===== config.mk =====
export PLATFORM = sky130hd
export DESIGN_NAME = axi4lite2apb
export DESIGN_NICKNAME = d
export VERILOG_FILES = /design/src/rtl/axi4lite2apb.sv
export SDC_FILE = /design/constraint.sdc
export NUM_CORES = 1
export LEC_CHECK = 0
export CORE_AREA = 2 2 83 144
export CTS_BUF_LIST = sky130_fd_sc_hd__clkbuf_4 sky130_fd_sc_hd__clkbuf_8 sky130_fd_sc_hd__clkbuf_16
export CTS_CLUSTER_DIAMETER = 100
export DETAILED_ROUTE_END_ITERATION = 10
export DIE_AREA = 0 0 85 146
export PLACE_DENSITY = 0.94
export SLEW_MARGIN = 20
export SYNTH_ARGS = -nofsm -noshare
export SYNTH_HDL_FRONTEND = slang
export SYNTH_SLANG_ARGS = --single-unit

===== constraint.sdc =====
create_clock -name CLK -period 3.8 [get_ports CLK]
set_clock_uncertainty 0.15 [all_clocks]
set_input_delay 0.76 -clock CLK [delete_from_list [all_inputs] [get_ports CLK]]
set_output_delay 0.76 -clock CLK [all_outputs]
set_load 0.02 [all_outputs]

===== src/rtl/axi4lite2apb.sv =====
// AXI4-Lite slave to APB master bridge.
// One transaction in flight at a time; write/read arbitration alternates when
// both are eligible in the same IDLE cycle. APB outputs come straight from
// registers captured on the grant cycle.
//
// state    | meaning
// ---------+---------------------------------------------------------------
// S_IDLE   | waiting for AW+W or AR; READY strobes raised only here
// S_SETUP  | APB setup phase, PSEL=1 PENABLE=0 for one cycle
// S_ACCESS | APB access phase, held until PREADY=1
// S_WRESP  | BVALID held until BREADY
// S_RRESP  | RVALID held until RREADY

module axi4lite2apb #(
    parameter int AW = 32,
    parameter int DW = 32
) (
    input  logic            CLK,
    input  logic            RST,

    input  logic            AXIS_AWVALID,
    output logic            AXIS_AWREADY,
    input  logic [AW-1:0]   AXIS_AWADDR,
    input  logic [2:0]      AXIS_AWPROT,

    input  logic            AXIS_WVALID,
    output logic            AXIS_WREADY,
    input  logic [DW-1:0]   AXIS_WDATA,
    input  logic [DW/8-1:0] AXIS_WSTRB,

    output logic            AXIS_BVALID,
    input  logic            AXIS_BREADY,
    output logic [1:0]      AXIS_BRESP,

    input  logic            AXIS_ARVALID,
    output logic            AXIS_ARREADY,
    input  logic [AW-1:0]   AXIS_ARADDR,
    input  logic [2:0]      AXIS_ARPROT,

    output logic            AXIS_RVALID,
    input  logic            AXIS_RREADY,
    output logic [DW-1:0]   AXIS_RDATA,
    output logic [1:0]      AXIS_RRESP,

    output logic            APBM_PSEL,
    output logic            APBM_PENABLE,
    output logic            APBM_PWRITE,
    output logic [AW-1:0]   APBM_PADDR,
    output logic [DW-1:0]   APBM_PWDATA,
    output logic [DW/8-1:0] APBM_PSTRB,
    output logic [2:0]      APBM_PPROT,
    input  logic [DW-1:0]   APBM_PRDATA,
    input  logic            APBM_PREADY,
    input  logic            APBM_PSLVERR
);

    typedef enum logic [2:0] {
        S_IDLE,
        S_SETUP,
        S_ACCESS,
        S_WRESP,
        S_RRESP
    } state_t;

    localparam logic [1:0] RESP_OKAY   = 2'b00;
    localparam logic [1:0] RESP_SLVERR = 2'b10;

    state_t     state;
    logic       prefer_wr;
    logic       wr_elig;
    logic       rd_elig;
    logic       in_idle;
    logic       grant_wr;
    logic       grant_rd;
    logic [1:0] slv_resp;

    // Grant decode: a write needs both AW and W; a lone AW or W never stalls a read.
    // Grants are suppressed while RST is high so no handshake is lost to reset.
    always_comb begin
        wr_elig  = AXIS_AWVALID & AXIS_WVALID;
        rd_elig  = AXIS_ARVALID;
        in_idle  = (state == S_IDLE) & ~RST;
        grant_wr = in_idle & wr_elig & (~rd_elig | prefer_wr);
        grant_rd = in_idle & rd_elig & ~grant_wr;
        slv_resp = APBM_PSLVERR ? RESP_SLVERR : RESP_OKAY;
    end

    // READY strobes are combinational so the handshake completes in the grant cycle.
    always_comb begin
        AXIS_AWREADY = grant_wr;
        AXIS_WREADY  = grant_wr;
        AXIS_ARREADY = grant_rd;
    end

    // Main sequencer: arbitration, APB phase control and response registers.
    always_ff @(posedge CLK) begin
        if (RST) begin
            state        <= S_IDLE;
            prefer_wr    <= 1'b1;
            APBM_PSEL    <= 1'b0;
            APBM_PENABLE <= 1'b0;
            APBM_PWRITE  <= 1'b0;
            APBM_PADDR   <= '0;
            APBM_PWDATA  <= '0;
            APBM_PSTRB   <= '0;
            APBM_PPROT   <= '0;
            AXIS_BVALID  <= 1'b0;
            AXIS_BRESP   <= RESP_OKAY;
            AXIS_RVALID  <= 1'b0;
            AXIS_RDATA   <= '0;
            AXIS_RRESP   <= RESP_OKAY;
        end else begin
            case (state)
                S_IDLE: begin
                    if (grant_wr) begin
                        APBM_PADDR  <= AXIS_AWADDR;
                        APBM_PPROT  <= AXIS_AWPROT;
                        APBM_PWRITE <= 1'b1;
                        APBM_PWDATA <= AXIS_WDATA;
                        APBM_PSTRB  <= AXIS_WSTRB;
                        APBM_PSEL   <= 1'b1;
                        prefer_wr   <= 1'b0;
                        state       <= S_SETUP;
                    end else if (grant_rd) begin
                        // PWDATA deliberately keeps the last write data on reads.
                        APBM_PADDR  <= AXIS_ARADDR;
                        APBM_PPROT  <= AXIS_ARPROT;
                        APBM_PWRITE <= 1'b0;
                        APBM_PSTRB  <= '0;
                        APBM_PSEL   <= 1'b1;
                        prefer_wr   <= 1'b1;
                        state       <= S_SETUP;
                    end
                end
                S_SETUP: begin
                    APBM_PENABLE <= 1'b1;
                    state        <= S_ACCESS;
                end
                S_ACCESS: begin
                    if (APBM_PREADY) begin
                        APBM_PSEL    <= 1'b0;
                        APBM_PENABLE <= 1'b0;
                        if (APBM_PWRITE) begin
                            AXIS_BRESP  <= slv_resp;
                            AXIS_BVALID <= 1'b1;
                            state       <= S_WRESP;
                        end else begin
                            AXIS_RDATA  <= APBM_PRDATA;
                            AXIS_RRESP  <= slv_resp;
                            AXIS_RVALID <= 1'b1;
                            state       <= S_RRESP;
                        end
                    end
                end
                S_WRESP: begin
                    if (AXIS_BREADY) begin
                        AXIS_BVALID <= 1'b0;
                        state       <= S_IDLE;
                    end
                end
                S_RRESP: begin
                    if (AXIS_RREADY) begin
                        AXIS_RVALID <= 1'b0;
                        state       <= S_IDLE;
                    end
                end
                default: begin
                    state <= S_IDLE;
                end
            endcase
        end
    end

endmodule


==> impl_metrics.ini <==
[critical_path]
reg2reg_to = APBM_PADDR[26]
worstRegToRegCells = 6
cp.arrival_ns = 2.39
path_cells = nor4_4 -> buf_4 -> o211ai_1 -> inv_1 -> clkdlybuf4s50_1
cpPeakStageDelay_ns = 0.62
timing_worst_setup_path_type = reg2out
regToRegSetupSlack_ns = 1.69
r2r-start = state[2]
cp-start-kind = flip-flop
cpLargestDelayFamily = buffers and inverters
crit_buf_inv = 3
crit_slowest_cell = clkdlybuf4s50_1
crit_required_ns = 2.89
cp-end-kind = output pin
worstPathMaxFanout = 15

[worst_hold_path]
worstHoldStart = AXIS_RDATA[5]
hold_path_end = AXIS_RDATA[5]
hold_depth = 2
min_path_type = reg2reg

[grt]
grt_overflow = 0
grt_pass1_wl_um = 23200
antenna_found_initial = 0
grt_max_degree = 96
grt_usage = 0.235
grt_pass1_vias = 4593

[cts]
htree_levels = 4
cts_max_path_buffers = 2
clk_pin_slew_worst_paths_ns = 0.05
post_cts_buffers = 0
hold_buffers = 0
cts.root.buffer_cell = clkbuf_16
clock-sinks = 114
cts_buffers = 17
cts_resized = 0
clk_latency_ns = 0.40
cts_tree = yes

[outcome]
status = completed

[sta]
slew_violations = 0
relSlewSlack = 0.308
setup_viol = 0
finalSetupTns_ns = 0
max_freq_mhz = 303
fin_crit_ns = 3.30
hold_violations = 0
worst-slew-pin-transition_ns = 1.04
rsz0062_at_grt = false
timing.final.crit_share = 0.868

[drt]
top_layer = met4
wl_met1_um = 5490
drc_errors = 0
routed_wl_um = 14800
wl_met2_um = 7910
ant_nets = 0
wl_met3_um = 854
viasPerCell = 5.02
num_vias = 4630
wire_per_inst_um = 16.0
dr.pass1.iters = 5
initialDrtViolationCount = 151

[floorplanning]
rows = 51
dieArea_um2 = 12400
fp.dieH_um = 146
initial_core_util = 0.402
fp.dieW_um = 85
io_pins = 262
core-area_um2 = 11200

[yosys]
ys_top_cells_by_area = dfxtp_1 (51%), nand2_1 (12%), nand3b_1 (5.5%)
syn_inst = 532
async_reset_ff_frac = 0
yosysUniqueCellTypes = 35
ys.flop_type = dfxtp_1
yosysWarnings = 0
yosysSeqAreaShare = 0.509
ys_ff_latch = 114
synth_top_area_share = 0.509
synth-edff-count = 0
netlist_area_um2 = 4490
synth_top_area_cell = dfxtp_1
avgSynthCellArea_um2 = 8.43

[cells_and_area]
fin_nets = 924
syn2layout_area_growth_pct = 71.3
drive_gt1_frac = 0.0747
final_core_utilization = 0.688
n_antenna_cell = 0

[flow_run]
maxCapViolCount = 0

[placement]
port_buffers = 259
dpl.hpwl_um = 10600
gp_congestion = 0.857

[power]
p_leak_uw = 0.00292
ir_drop_uv = 347
power_density_nw_per_um2 = 448
-- cells in the final DEF, fill, tap and decap left out, drive strengths merged --
| cell type | n |
|---|---|
| bufinv | 1 |
| and3b | 1 |
| clkinvlp | 6 |
| o21ai | 3 |
| a2111oi | 1 |
| a21oi | 38 |
| and2 | 2 |
| nor2 | 47 |
| clkdlybuf4s50 | 258 |
| a21o | 1 |
| a311oi | 2 |
| nor3 | 22 |
| nand3 | 3 |
| dfxtp | 114 |
| and3 | 1 |
| clkinv | 5 |
| o22ai | 21 |
| nand2b | 15 |
| clkbuf | 19 |
| nor4 | 2 |
| nand2 | 138 |
| conb | 2 |
| inv | 6 |
| a22oi | 5 |
| mux2i | 14 |
| a211oi | 15 |
| nand3b | 33 |
| o211ai | 1 |
| buf | 11 |
| nor2b | 1 |
| a211o | 1 |
| or4 | 1 |
-- metal layers --
metal	vias to the layer above	GRT usage
met1	2120	0.254
li1	2276	-
met5	-	0
met4	0	0.109
met3	35	0.0584
met2	199	0.419
-- where the power goes --
group          internal (uW)  switching [uW]
Sequential              1270            47.5
Combinational            339             300
Clock                    920             564
-- cell type report --
class / count / area (um2)
Clock buffer: 19 / 447
Clock inverter: 13 / 113
Fill cell: 836 / 3480
Inverter: 5 / 18.8
Multi-Input combinational cell: 370 / 1990
Sequential cell: 114 / 2280
Tap cell: 132 / 165
Timing Repair Buffer: 269 / 2670
-- cell families (layout without fill, tap and decap cells) --
family | after synthesis | in the layout | share of synthesized area
compound gates | 88 | 88 | 0.131
buf+inv | 49 | 306 | 0.0497
flops | 114 | 114 | 0.509
mux | 14 | 14 | 0.0312
other cells | 1 | 2 | 0.000836
simple gates | 266 | 266 | 0.279
-- stage by stage --
step                hold WS [ns]  power (uW)  area [um2]  setup slack (ns)  instances
floorplan                  0.300        1630        4490             0.895        533
global placement           0.291        1970        7120             0.568        890
detailed placement         0.296        1980        7120             0.563        890
CTS                        0.303        3470        7680             0.485        922
global route               0.323        3570        7680             0.353        922
finish                     0.301        3440        7680             0.501        922
-- how the worst max path moves through the flow --
stage             start      endpoint  slack (ns)  cells past startpoint
2_1_floorplan       RST   AXIS_WREADY        0.90                      6
3_3_place_gp        RST  AXIS_ARREADY        0.57                      6
3_5_place_dp        RST  AXIS_ARREADY        0.56                      6
4_1_cts        state[2]  AXIS_ARREADY        0.48                      5
5_1_grt        state[2]  AXIS_ARREADY        0.35                      5
6_report       state[2]  AXIS_ARREADY        0.50                      5
-- synthesized netlist by cell type (2+ instances only) --
cell / n
mux2i_1: 14
inv_1: 4
o22ai_1: 21
a211oi_2: 9
buf_2: 10
a22oi_1: 5
nor2_1: 47
nand3b_1: 33
nor3_1: 20
a211oi_1: 6
buf_4: 7
nand2_1: 138
and2_1: 2
a21oi_1: 37
nor3_2: 2
o21ai_0: 3
clkbuf_1: 27
dfxtp_1: 114
nand2b_1: 15
a311oi_1: 2
nand3_1: 2
-- sequential cells by signal, indices dropped and copies added (netlist names), 3 cells and up --
name and cells:
APBM_PSTRB 4, APBM_PADDR 32, APBM_PPROT 3, AXIS_RDATA 32, state 3, APBM_PWDATA 32
-- worst min-delay path: stages (launching register included) --
cell and delay (ns):
dfxtp_1 0.30, nand2_1 0.05, a21oi_1 0.05
Note: power is estimated with default switching activity, not from simulation.
